File: src/rtl/udp_rcv_ring.sv
// rtl/udp_rcv_ring.sv - MAC receive frames into a circular packet buffer with per-packet descriptors
module udp_rcv_ring #(
  parameter int DW       = 32,
  parameter int MODW     = 2,
  parameter int AW       = 10,
  parameter int INT_HOLD = 10,
  parameter int DROP_ERR = 1
) (
  input  logic            clk,
  input  logic            rst,
  input  logic [DW-1:0]   rx_data,
  input  logic            rx_sop,
  input  logic            rx_eop,
  input  logic            rx_dval,
  input  logic [MODW-1:0] rx_mod,
  input  logic [5:0]      rx_err,
  input  logic [17:0]     rx_err_stat,
  input  logic [3:0]      rx_frm_type,
  output logic            rx_rdy,
  output logic            mem_wren,
  output logic [AW-1:0]   mem_addr,
  output logic [DW-1:0]   mem_data,
  output logic            desc_wr,
  output logic [AW-1:0]   desc_start,
  output logic [15:0]     desc_words,
  output logic [15:0]     desc_bytes,
  output logic [31:0]     desc_stat,
  input  logic            rel_valid,
  input  logic [AW:0]     rel_words,
  output logic            int_rsv,
  output logic [15:0]     drop_cnt
);

  localparam int BPW = DW / 8;

  typedef enum logic [1:0] {IDLE, RECV, DESC, DROP} state_t;

  state_t        state, state_n;
  logic [AW-1:0] wr_ptr, pkt_start;
  logic [AW:0]   used, pkt_len;
  logic [15:0]   pkt_cnt;
  logic [7:0]    int_timer;

  logic          accept, full, err_hit;
  logic          wr_en, new_pkt, finish, rb_old;
  logic          commit, err_drop, ovf, sop_drop;
  logic [AW-1:0] wr_base, cur_start, ptr_n;
  logic [15:0]   cnt_n;
  logic [AW:0]   len_n, used_n;
  logic [AW+1:0] used_sum;
  logic [16:0]   drop_sum;
  logic [15:0]   drop_n;
  logic [DW-1:0] wr_data;

  assign accept  = rx_dval && rx_rdy;
  // used never exceeds the depth, so the top bit alone marks a full buffer
  assign full    = (used == {1'b1, {AW{1'b0}}});
  assign err_hit = (DROP_ERR != 0) && (rx_err != 6'd0);

  // Beat classification: what the current beat does to the packet and the FSM
  always_comb begin
    state_n  = state;
    wr_en    = 1'b0;
    new_pkt  = 1'b0;
    finish   = 1'b0;
    rb_old   = 1'b0;
    commit   = 1'b0;
    err_drop = 1'b0;
    ovf      = 1'b0;
    sop_drop = 1'b0;
    wr_base  = wr_ptr;
    case (state)
      IDLE: begin
        if (accept && rx_sop) begin
          if (full) begin
            ovf     = 1'b1;
            state_n = rx_eop ? IDLE : DROP;
          end else begin
            wr_en   = 1'b1;
            new_pkt = 1'b1;
            finish  = rx_eop;
            state_n = RECV;
          end
        end
      end
      RECV: begin
        if (accept) begin
          if (rx_sop) begin
            // missing eop: the old packet is abandoned and the new one reuses its space
            sop_drop = 1'b1;
            rb_old   = 1'b1;
            wr_en    = 1'b1;
            new_pkt  = 1'b1;
            wr_base  = pkt_start;
            finish   = rx_eop;
          end else if (full) begin
            ovf     = 1'b1;
            rb_old  = 1'b1;
            state_n = rx_eop ? IDLE : DROP;
          end else begin
            wr_en  = 1'b1;
            finish = rx_eop;
          end
        end
      end
      DESC: state_n = IDLE;
      DROP: begin
        if (accept && rx_eop) state_n = IDLE;
      end
      default: state_n = IDLE;
    endcase
    if (finish) begin
      if (err_hit) begin
        err_drop = 1'b1;
        state_n  = IDLE;
        if (!new_pkt) rb_old = 1'b1;
      end else begin
        commit  = 1'b1;
        state_n = DESC;
      end
    end
  end

  // Pointer, occupancy, counters and masked write data for this beat
  always_comb begin
    cur_start = new_pkt ? wr_base : pkt_start;
    cnt_n     = new_pkt ? 16'd1 : ((pkt_cnt == 16'hFFFF) ? 16'hFFFF : pkt_cnt + 16'd1);
    len_n     = new_pkt ? {{AW{1'b0}}, 1'b1} : pkt_len + {{AW{1'b0}}, 1'b1};
    ptr_n     = wr_ptr;
    if (err_drop || (ovf && rb_old)) ptr_n = cur_start;
    else if (wr_en)                 ptr_n = wr_base + {{(AW-1){1'b0}}, 1'b1};
    // an error-dropped eop word is written but never counted as occupied
    used_sum  = {1'b0, used}
              + {{(AW+1){1'b0}}, (wr_en && !err_drop)}
              - (rb_old ? {1'b0, pkt_len} : '0);
    used_n    = used_sum[AW:0];
    if (rel_valid) begin
      if ({1'b0, rel_words} >= used_sum) used_n = '0;
      else                               used_n = AW'(used_sum - {1'b0, rel_words}) == '0 && used_sum[AW] == 1'b0 ?
                                                  '0 : (used_sum[AW:0] - rel_words);
    end
    drop_sum  = {1'b0, drop_cnt} + 17'(sop_drop) + 17'(err_drop) + 17'(ovf);
    drop_n    = drop_sum[16] ? 16'hFFFF : drop_sum[15:0];
    wr_data   = rx_data;
    if (rx_eop) begin
      for (int b = 0; b < BPW; b++) begin
        if (b < int'(rx_mod)) wr_data[8*b +: 8] = 8'h00;
      end
    end
  end

  // FSM state, buffer writes, descriptor, interrupt stretch and drop counter
  always_ff @(posedge clk) begin
    if (!rst) begin
      state      <= IDLE;
      rx_rdy     <= 1'b0;
      mem_wren   <= 1'b0;
      mem_addr   <= '0;
      mem_data   <= '0;
      desc_wr    <= 1'b0;
      desc_start <= '0;
      desc_words <= '0;
      desc_bytes <= '0;
      desc_stat  <= '0;
      int_rsv    <= 1'b0;
      int_timer  <= '0;
      drop_cnt   <= '0;
      wr_ptr     <= '0;
      pkt_start  <= '0;
      used       <= '0;
      pkt_len    <= '0;
      pkt_cnt    <= '0;
    end else begin
      state    <= state_n;
      rx_rdy   <= (state_n != DESC);
      mem_wren <= wr_en;
      if (wr_en) begin
        mem_addr <= wr_base;
        mem_data <= wr_data;
        pkt_cnt  <= cnt_n;
        pkt_len  <= len_n;
      end
      if (new_pkt) pkt_start <= wr_base;
      wr_ptr   <= ptr_n;
      used     <= used_n;
      drop_cnt <= drop_n;
      desc_wr  <= commit;
      if (commit) begin
        desc_start <= cur_start;
        desc_words <= cnt_n;
        desc_bytes <= 16'(32'(cnt_n) * BPW - 32'(rx_mod));
        desc_stat  <= 32'({rx_mod, rx_frm_type, rx_err, rx_err_stat});
      end
      if (commit) begin
        int_timer <= 8'(INT_HOLD);
        int_rsv   <= 1'b1;
      end else if (int_timer > 8'd1) begin
        int_timer <= int_timer - 8'd1;
      end else begin
        int_timer <= 8'd0;
        int_rsv   <= 1'b0;
      end
    end
  end

endmodule

File: config.mk
export PLATFORM = sky130hd
export DESIGN_NAME = udp_rcv_ring
export DESIGN_NICKNAME = d
export VERILOG_FILES = /design/src/rtl/udp_rcv_ring.sv
export SDC_FILE = /design/constraint.sdc
export NUM_CORES = 1
export LEC_CHECK = 0
export BUFFER_PORTS_ARGS = -buffer_cell sky130_fd_sc_hd__buf_4
export CAP_MARGIN = 40
export CORE_ASPECT_RATIO = 2
export CORE_MARGIN = 2
export CORE_UTILIZATION = 30
export CTS_CLUSTER_DIAMETER = 200
export DETAILED_ROUTE_END_ITERATION = 8
export GPL_TIMING_DRIVEN = 0
export SETUP_SLACK_MARGIN = 0.2
export SYNTH_ARGS = -nofsm -noshare
export SYNTH_HDL_FRONTEND = slang
export SYNTH_SLANG_ARGS = --single-unit
File: constraint.sdc
create_clock -name clk -period 4.7 [get_ports clk]
set_clock_uncertainty 0.05 [all_clocks]
set_input_delay 0.47 -clock clk [delete_from_list [all_inputs] [get_ports clk]]
set_output_delay 0.47 -clock clk [all_outputs]
set_load 0.02 [all_outputs]
* Word-level counts from Yosys, hierarchy flattened
Index checks and enable logic that the tools add are counted.
** Cells by class
- $lt $le $gt $ge :: 5
- Bitwise logic cells :: 3
- Equal/unequal tests :: 7
- Reduce and logical (&&, ||, !) cells :: 13
- Multiplexer cells :: 61
- Add/subtract/negate cells :: 12
** Operator list (count)
- 10-bit two-way mux :: 6
- 11-bit two-way mux :: 5
- 16-bit two-way mux :: 3
- 17-bit by 1-bit adder with 17-bit output :: 2
- 1-bit two-way mux :: 27
- 24-bit two-way mux :: 1
- 8-bit two-way mux :: 3
- 2-bit two-way mux :: 9
- 16-bit by 1-bit adder with 17-bit output :: 1
- 16-bit by 1-bit adder with 16-bit output, second input constant :: 1
- 16-bit == test, second input constant :: 1
- 16-bit by 2-bit subtractor with 16-bit output :: 1
- 11-bit by 1-bit adder with 12-bit output :: 1
- 11-bit by 12-bit >= comparator with 1-bit output :: 1
- 12-bit by 11-bit subtractor with 12-bit output :: 1
- 11-bit by 1-bit adder with 11-bit output, second input constant :: 1
- 11-bit == test, second input constant :: 1
- 11-bit subtractor :: 1
- 10-bit by 1-bit adder with 10-bit output, second input constant :: 1
- 10-bit logical NOT :: 1
- 10-bit subtractor :: 1
- 8-bit by 1-bit > comparator with 1-bit output, second input constant :: 1
- 4-bit two-way mux :: 2
- 1-bit one-hot mux with 2 select lines :: 4
- other kinds (15) :: 25
** Storage, ports and cells
- Bits of input ports :: 79
- Bits in registers :: 202
- Logic and storage cells :: 120
- Output and inout port bits :: 136

* Longest topological paths before layout
Gate-level depths: netlist (run 1).
- Depth after elaboration :: 16
- Mapped depth :: 24

* Least setup slack after synthesis (run 1)
OpenSTA, ideal clock, no wires.
- Path kind :: reg-to-reg
- Start :: reg used[2]
- End :: reg used[7]
- Buffers on the path :: 3
- Slack :: -0.394 ns
- Period minus slack after synthesis :: 5.094 ns
- Arrival time :: 4.930 ns
- Stages on the path, launching flop included :: 24
- Cells stage by stage :: dfxtp_1 -> nor4_2 -> nand3_1 -> nand2_1 -> nand2_1 -> a21oi_1 -> clkbuf_1 -> nand2_1 -> ha_1 -> ha_1 -> a21oi_1 -> o2111ai_1 -> a31o_2 -> a21oi_1 -> xor2_1 -> inv_1 -> ha_1 -> clkbuf_1 -> o21a_1 -> o211ai_1 -> o2111ai_1 -> clkbuf_1 -> a211oi_1 -> o21a_1
** Between the ends
- Cells in the longest elaborated chain, start to end :: 16
- Elaborated cells between the ends (all ways) :: 34
- Those cells by class :: add/sub: 4; order compare: 1; eq/ne: 1; mux: 23; bitwise: 1; reduce/logical: 4
** RTL lines
- start, declared :: line 40 : logic [AW:0] used, pkt_len;
- start signal, assigned :: line 185 : used <= used_n;
- 11-bit == test :: line 57 : assign full = (used == {1'b1, {AW{1'b0}}});
- 1-bit two-way mux, on equally long branches :: line 75, 96
- 1-bit two-way mux :: line 88 : if (rx_sop) begin
- 1-bit two-way mux :: line 87 : if (accept) begin
- 1-bit one-hot mux with 2 select lines or 1-bit two-way mux (tied branches) :: line 72 : case (state)
- 1-bit two-way mux, on equally long branches :: line 112, 116
- 1-bit logical NOT or 1-bit two-way mux (tied branches) :: line 134, 113
- 1-bit logical AND or 1-bit two-way mux (tied branches) :: line 134, 112
- 11-bit by 1-bit adder with 12-bit output or 11-bit two-way mux (tied branches) :: line 134, 135
- 12-bit by 11-bit subtractor with 12-bit output * :: line 135 : - (rb_old ? {1'b0, pkt_len} : '0);
- 10-bit subtractor :: line 139 : else used_n = AW'(used_sum - {1'b0, rel_words}) == '0 && used_sum[AW] == 1'b0 ?
- 10-bit logical NOT :: line 139
- 1-bit logical AND :: line 139
- 11-bit two-way mux :: line 139
- 11-bit two-way mux :: line 138 : if ({1'b0, rel_words} >= used_sum) used_n = '0;
- 11-bit two-way mux * :: line 137 : if (rel_valid) begin
Every way passes the cells marked *; elsewhere a longest branch is shown, timed or not.
A chain may end at the register's enable or synchronous reset.

* Final worst setup path (run 1)
- Start :: reg used[4]
- End :: reg used[10]
Same word-level chain as after synthesis.

==> results of run 1 <==
repair_timing:
action,in CTS,in global routing
cloned,1,0
pin swaps,38,25
endpoints found under the setup margin,11,11
buffers inserted,31,7
resized for setup,71,19
power breakdown:
part	internal, µW	leakage, µW	switching (µW)	total [µW]
Clock	1070	0.000366	747	1820
Combinational	2030	0.00355	2120	4150
Sequential	1810	0.00163	89.5	1900
synthesized netlist by cell type, types with 3 or more instances:
cell type / instances / share of area, %
o21ai_0: 27 / 1.3
nand2b_1: 7 / 0.43
buf_4: 3 / 0.22
o41ai_1: 5 / 0.43
or4_1: 5 / 0.37
nor2_1: 111 / 4.1
o31ai_1: 5 / 0.37
inv_1: 46 / 1.7
clkbuf_2: 3 / 0.15
nand4_1: 5 / 0.31
fa_1: 4 / 0.80
xnor2_1: 36 / 3.1
nor4_1: 3 / 0.19
or3_1: 6 / 0.37
and4b_1: 3 / 0.30
o21ai_1: 3 / 0.15
clkbuf_1: 54 / 2.0
a211oi_1: 20 / 1.5
nand2_1: 216 / 8.0
o22ai_1: 3 / 0.19
or2_2: 4 / 0.25
a21o_1: 3 / 0.22
o2111ai_1: 5 / 0.43
nor2b_1: 9 / 0.56
mux2i_1: 17 / 1.7
xor2_1: 29 / 2.5
and2_1: 9 / 0.56
and3_1: 16 / 0.99
ha_1: 52 / 6.5
o21a_1: 18 / 1.3
nor3_1: 26 / 1.3
buf_2: 5 / 0.25
o211ai_1: 12 / 0.89
nand3_1: 50 / 2.5
dfxtp_1: 201 / 40
a31oi_1: 12 / 0.75
a21oi_1: 161 / 8.0
area by class of cell:
type / instances / area, µm²
fillers: 3342 / 19600
multi-input cells: 930 / 6100
flip-flops and latches: 201 / 4050
repair buffers: 251 / 1890
clock buffers: 23 / 553
well taps: 436 / 546
plain buffers: 69 / 345
clock inverters: 14 / 180
inverters: 47 / 176
how the worst max path moves through the flow:
stage	startpoint	to	slack, ns	depth (start not counted)
6_report	used[4]$_SDFF_PN0_	used[10]$_SDFF_PN0_	-0.1	24
5_1_grt	used[8]$_SDFF_PN0_	used[10]$_SDFF_PN0_	-0.26	23
4_1_cts	used[1]$_SDFF_PN0_	used[10]$_SDFF_PN0_	-0.03	23
3_5_place_dp	rx_dval	used[10]$_SDFF_PN0_	-0.83	23
3_3_place_gp	rx_dval	used[10]$_SDFF_PN0_	-0.86	23
2_1_floorplan	used[4]$_SDFF_PN0_	used[10]$_SDFF_PN0_	0.20	22
stage by stage:
step | power, µW | std cells | area, µm²
2_1_floorplan | 4150 | 1247 | 10200
3_3_place_gp | 4750 | 1895 | 12300
3_5_place_dp | 4800 | 1895 | 12300
4_1_cts | 7610 | 1964 | 13700
5_1_grt | 8350 | 1971 | 13800
6_report | 7870 | 1971 | 13800
cells by family after synthesis:
kind of cell / count (synthesis) / share of synthesized area [%]
AO/OA/AOI/OAI: 301 / 18.2
other: 1 / 0.0372
adder cells (fa/ha/maj): 56 / 7.25
flip-flops: 201 / 40.0
multiplexers: 17 / 1.69
XOR/XNOR: 65 / 5.65
AND/OR/NAND/NOR: 489 / 22.5
buffers and inverters: 116 / 4.77
critical path, cell delays in order, from the launching register on:
cell	delay, ns
dfxtp_4	0.37
nor4_4	0.28
buf_4	0.19
a41oi_4	0.10
o21a_2	0.27
nand3_4	0.09
a21oi_4	0.07
and2_4	0.19
ha_4	0.26
inv_2	0.04
ha_4	0.16
fa_2	0.39
a21oi_4	0.22
inv_2	0.05
a21oi_2	0.13
xor2_1	0.22
inv_1	0.11
ha_4	0.27
o21ai_2	0.06
a21oi_2	0.07
or4_4	0.43
o311ai_2	0.11
o2111ai_2	0.19
and4b_1	0.31
o41ai_2	0.06
cells in the final DEF (no fill, tap or decap), drive strengths merged, types with 10 or more instances in the layout:
cell,n
xor2,29
a211oi,20
a21oi,162
buf,263
nand2,217
xnor2,36
ha,52
mux2i,17
inv,47
nor3,26
o21a,18
and3,16
o211ai,12
and2,10
a31oi,12
dfxtp,201
o21ai,30
nor2,111
clkbuf,80
nand3,51
layer usage:
layer | wire length (µm) | global-route usage (%) | vias to the layer above
li1 | - | - | 4855
met1 | 12300 | 18.7 | 4783
met2 | 19800 | 39.5 | 291
met3 | 1470 | 2.48 | 80
met4 | 1480 | 8.65 | 0
met5 | 0 | 0 | -
flip-flops by register name, indices dropped and copies added (netlist names):
signal	flops
desc_stat	29
state	2
desc_wr	1
desc_bytes	16
mem_data	32
desc_start	10
mem_wren	1
pkt_cnt	16
wr_ptr	10
rx_rdy	1
pkt_len	11
pkt_start	10
mem_addr	10
desc_words	16
int_rsv	1
int_timer	8
drop_cnt	16
used	11
==> results.json, run 1 <==
{
  "num_rows": 95,
  "status": "finished with violations",
  "postCtsHoldBufs": 0,
  "die_height_um": 263,
  "fmax_mhz": 208,
  "clock_sinks": 201,
  "firstDrtPassIters": 5,
  "worstPathMaxFanout": 4,
  "grt_pass1_vias": 10025,
  "synth_edf_count": 0,
  "vias": 10009,
  "grt_max_degree": 16,
  "p_per_area_nw_per_um2": 569,
  "cts_buffers": 21,
  "clk_pin_slew_ns": 0.07,
  "ys_seq_area_share_pct": 40.0,
  "hp-start": "rx_frm_type[0]",
  "p_leak_uw": 0.00555,
  "netlist_area_um2": 10100,
  "ff2ff_path_depth": 24,
  "grt_antenna_before_repair": 0,
  "setup_violations": 11,
  "period_minus_slack_ns": 4.80,
  "hold_viol": 0,
  "htreeDepth": 1,
  "core_um2": 33400,
  "holdPathStages": 3,
  "r2r-start": "used[4]$_SDFF_PN0_",
  "ir_drop_uv": 609,
  "area_growth_pct": 37.4,
  "ys_ff_latch": 201,
  "worstSetupEndpointType": "flop",
  "synthCells": 1246,
  "finalCoreUtilization_pct": 41.4,
  "cp_data_arrival_time_ns": 5.13,
  "drc_errors": 0,
  "worstReg2RegEnd": "used[10]$_SDFF_PN0_",
  "synthArstFlopShare_pct": 0,
  "drive_above_1_share_pct": 26.1,
  "n_antenna_cell": 0,
  "cts-root-buf": "clkbuf_16",
  "ys_warn_count": 0,
  "drv_slew": 0,
  "crit_type": "flop to flop",
  "synth_cell_type_count": 75,
  "grt_overflow_total": 0,
  "gp_congestion": 0.869,
  "cp.required_ns": 5.03,
  "period_share_pct": 102,
  "rrSetupSlack_ns": -0.1,
  "dp_slack_ns": -0.830,
  "hpwl_mm": 26.5,
  "syn_area_per_cell_um2": 8.08,
  "drt_iter0_markers": 505,
  "drt-total-wl_mm": 35.1,
  "clockBufferDepth": 3,
  "cts_tree": "done",
  "violations": "setup timing",
  "holdWs_ns": 0.153,
  "grt_first_pass_wirelength_mm": 53.8,
  "rsz0062_at_grt": "true",
  "slew_headroom_pct": 36.5,
  "layout_setup_ws_ns": -0.100,
  "fin_tns_setup_ns": -0.681,
  "wl_per_cell_um": 17.8,
  "hold_end": "desc_stat[24]$_SDFFE_PN0P_",
  "cap_viol_max_count": 0,
  "postRouteAntennaNets": 0,
  "ys.flop_type": "dfxtp_1",
  "vias_per_cell": 5.08,
  "worst_pin_slew_ns": 0.944,
  "start_util_pct": 30.2,
  "pin_count": 215,
  "start_kind": "flop",
  "dieWidth_um": 134,
  "placement.io_buffers": 212,
  "die_area_um2": 35100,
  "grtUsageTotal_pct": 19.4,
  "hold_path_class": "input pin to flop",
  "layout.nets": 1656,
  "insertion_delay_ns": 0.52
}
(Power assumes the default switching activity.)
==> inputs of run 2 (changes only) <==
- CELL_PAD_IN_SITES_DETAIL_PLACEMENT: unset -> 1
- CELL_PAD_IN_SITES_GLOBAL_PLACEMENT: unset -> 2
- PLACE_DENSITY_LB_ADDON: unset -> 0.1
- clock period: 4.7 -> 4.9 ns (I/O delays scaled with it)
==> run 2 against run 1 <==
The run now ends clean. First-iteration DRC count is 31% lower. Register-to-register slack gained 0.12 ns. Critical path type unchanged. Combinational power rose by 3%. Critical path depth down 1. Setup slack improved by 0.12 ns. Clock power hardly changed. Highest routed layer unchanged. Die area did not move. Sequential cell count did not move. Count of clock-buffer cells in the layout up 1. Sequential power is 4% lower. Wire length rose by 15%.
==> results.json, run 2 (synthesis gave the netlist of run 1 again) <==
{
  "cp.required_ns": 5.28,
  "cts_tree": "done",
  "cts-root-buf": "clkbuf_16",
  "holdWs_ns": 0.159,
  "ir_drop_uv": 599,
  "die_area_um2": 35100,
  "fin_tns_setup_ns": 0,
  "grt_pass1_vias": 10621,
  "finalCoreUtilization_pct": 42.0,
  "p_leak_uw": 0.00562,
  "slew_headroom_pct": 39.0,
  "crit_type": "flop to flop",
  "drt-total-wl_mm": 40.5,
  "grt_first_pass_wirelength_mm": 61.1,
  "die_height_um": 263,
  "gp_congestion": 0.826,
  "largest_reg_flops": 32,
  "worstPathMaxFanout": 6,
  "status": "finished, final reports clean",
  "core_um2": 33400,
  "ff2ff_path_depth": 23,
  "layout.nets": 1660,
  "postRouteAntennaNets": 0,
  "cts_buffers": 22,
  "top_regs": "mem_data x32, desc_stat x29",
  "htreeDepth": 1,
  "hpwl_mm": 31.6,
  "dieWidth_um": 134,
  "clock_sinks": 201,
  "grtUsageTotal_pct": 22.6,
  "p_per_area_nw_per_um2": 566,
  "worstSetupEndpointType": "flop",
  "rsz0062_at_grt": "true",
  "drive_above_1_share_pct": 26.9,
  "holdPathStages": 3,
  "regArea_um2": 4040,
  "nFillCells": 4003,
  "hold_path_class": "input pin to flop",
  "vias_per_cell": 5.09,
  "cap_viol_max_count": 0,
  "clockBufferDepth": 3,
  "grt_overflow_total": 0,
  "worst_pin_slew_ns": 0.916,
  "multi_input_area_um2": 6190,
  "period_share_pct": 99.7,
  "fmax_mhz": 205,
  "regMostFlops": "mem_data",
  "num_rows": 95,
  "placement.io_buffers": 212,
  "mostFrequentLayoutCells": "252 x buf_4, 211 x nand2_1, 193 x dfxtp_1",
  "final_area_um2": 14000,
  "start_util_pct": 30.2,
  "start_kind": "flop",
  "pin_count": 215,
  "hold_viol": 0,
  "n_antenna_cell": 0,
  "grt_max_degree": 16,
  "firstDrtPassIters": 5,
  "drc_errors": 0,
  "wl_per_cell_um": 20.5,
  "cp_data_arrival_time_ns": 5.27,
  "clk_pin_slew_ns": 0.07,
  "vias": 10053,
  "period_minus_slack_ns": 4.88,
  "dpl_cell_area_um2": 12300,
  "postCtsHoldBufs": 0,
  "drt_iter0_markers": 346,
  "area_growth_pct": 39.2,
  "setup_violations": 0,
  "drv_slew": 0,
  "insertion_delay_ns": 0.53,
  "grt_antenna_before_repair": 0,
  "final_common_cell": "buf_4"
}
==> run 2: per-stage QoR <==
| stage | instances | worst slack [ns] | total power (µW) |
|---|---|---|---|
| 2_1_floorplan | 1247 | 0.209 | 3800 |
| 3_3_place_gp | 1895 | -1.29 | 4540 |
| 3_5_place_dp | 1899 | -1.27 | 4590 |
| 4_1_cts | 1968 | -0.0397 | 7450 |
| 5_1_grt | 1976 | -0.169 | 8430 |
| 6_report | 1976 | 0.0163 | 7940 |
==> run 2: final timing paths <==
check	from	to	slack, ns
worst max-delay path	used[6]$_SDFF_PN0_	used[10]$_SDFF_PN0_	0.02
worst min-delay path	rx_err_stat[17]	desc_stat[17]$_SDFFE_PN0P_	0.16
worst max register to register	used[6]$_SDFF_PN0_	used[10]$_SDFF_PN0_	0.02
worst min register to register	mem_data[22]$_SDFFE_PN0P_	mem_data[22]$_SDFFE_PN0P_	0.40
==> run 2: repair_timing <==
| action | 4_1_cts | 5_1_grt |
|---|---|---|
| gates cloned | 1 | 0 |
| pin swaps | 26 | 31 |
| setup buffers | 29 | 8 |
| resized for setup | 81 | 47 |
| endpoints found under the setup margin | 11 | 11 |
==> run 2: layer usage <==
layer	vias to the layer above	GRT usage, %	share of wire [%]
li1	4863	-	-
met5	-	0	0
met1	4945	19.6	32
met4	0	7.13	3.3
met2	181	50.6	62
met3	64	1.89	2.3
==> run 2: power breakdown <==
| part | leakage [µW] | total [µW] | switching (µW) | internal, µW |
|---|---|---|---|---|
| Combinational | 0.00359 | 4260 | 2260 | 2000 |
| Clock | 0.000395 | 1850 | 743 | 1110 |
| Sequential | 0.00163 | 1820 | 92.0 | 1730 |
==> run 2: cell type report <==
cell class / instances / share of cell area, %
clock buffers: 24 / 4.05
multi-input cells: 930 / 44.1
repair buffers: 254 / 13.8
clock inverters: 15 / 1.61
flip-flops and latches: 201 / 28.8
inverters: 47 / 1.26
well taps: 436 / 3.89
plain buffers: 69 / 2.48
==> run 2: worst max-delay path, cell delays in order (launching register included) <==
cell,delay (ns)
dfxtp_4,0.37
nor4_4,0.25
buf_4,0.17
a41oi_2,0.13
o21a_2,0.27
nand3_4,0.10
a21oi_4,0.07
and2_4,0.19
ha_4,0.26
inv_2,0.03
ha_4,0.16
fa_2,0.37
a21oi_4,0.22
o2111ai_4,0.15
nand2_2,0.14
xor2_4,0.20
inv_1,0.06
ha_1,0.28
clkbuf_8,0.16
o21a_1,0.18
o211ai_1,0.26
o2111ai_4,0.22
and2_4,0.21
o41ai_2,0.28
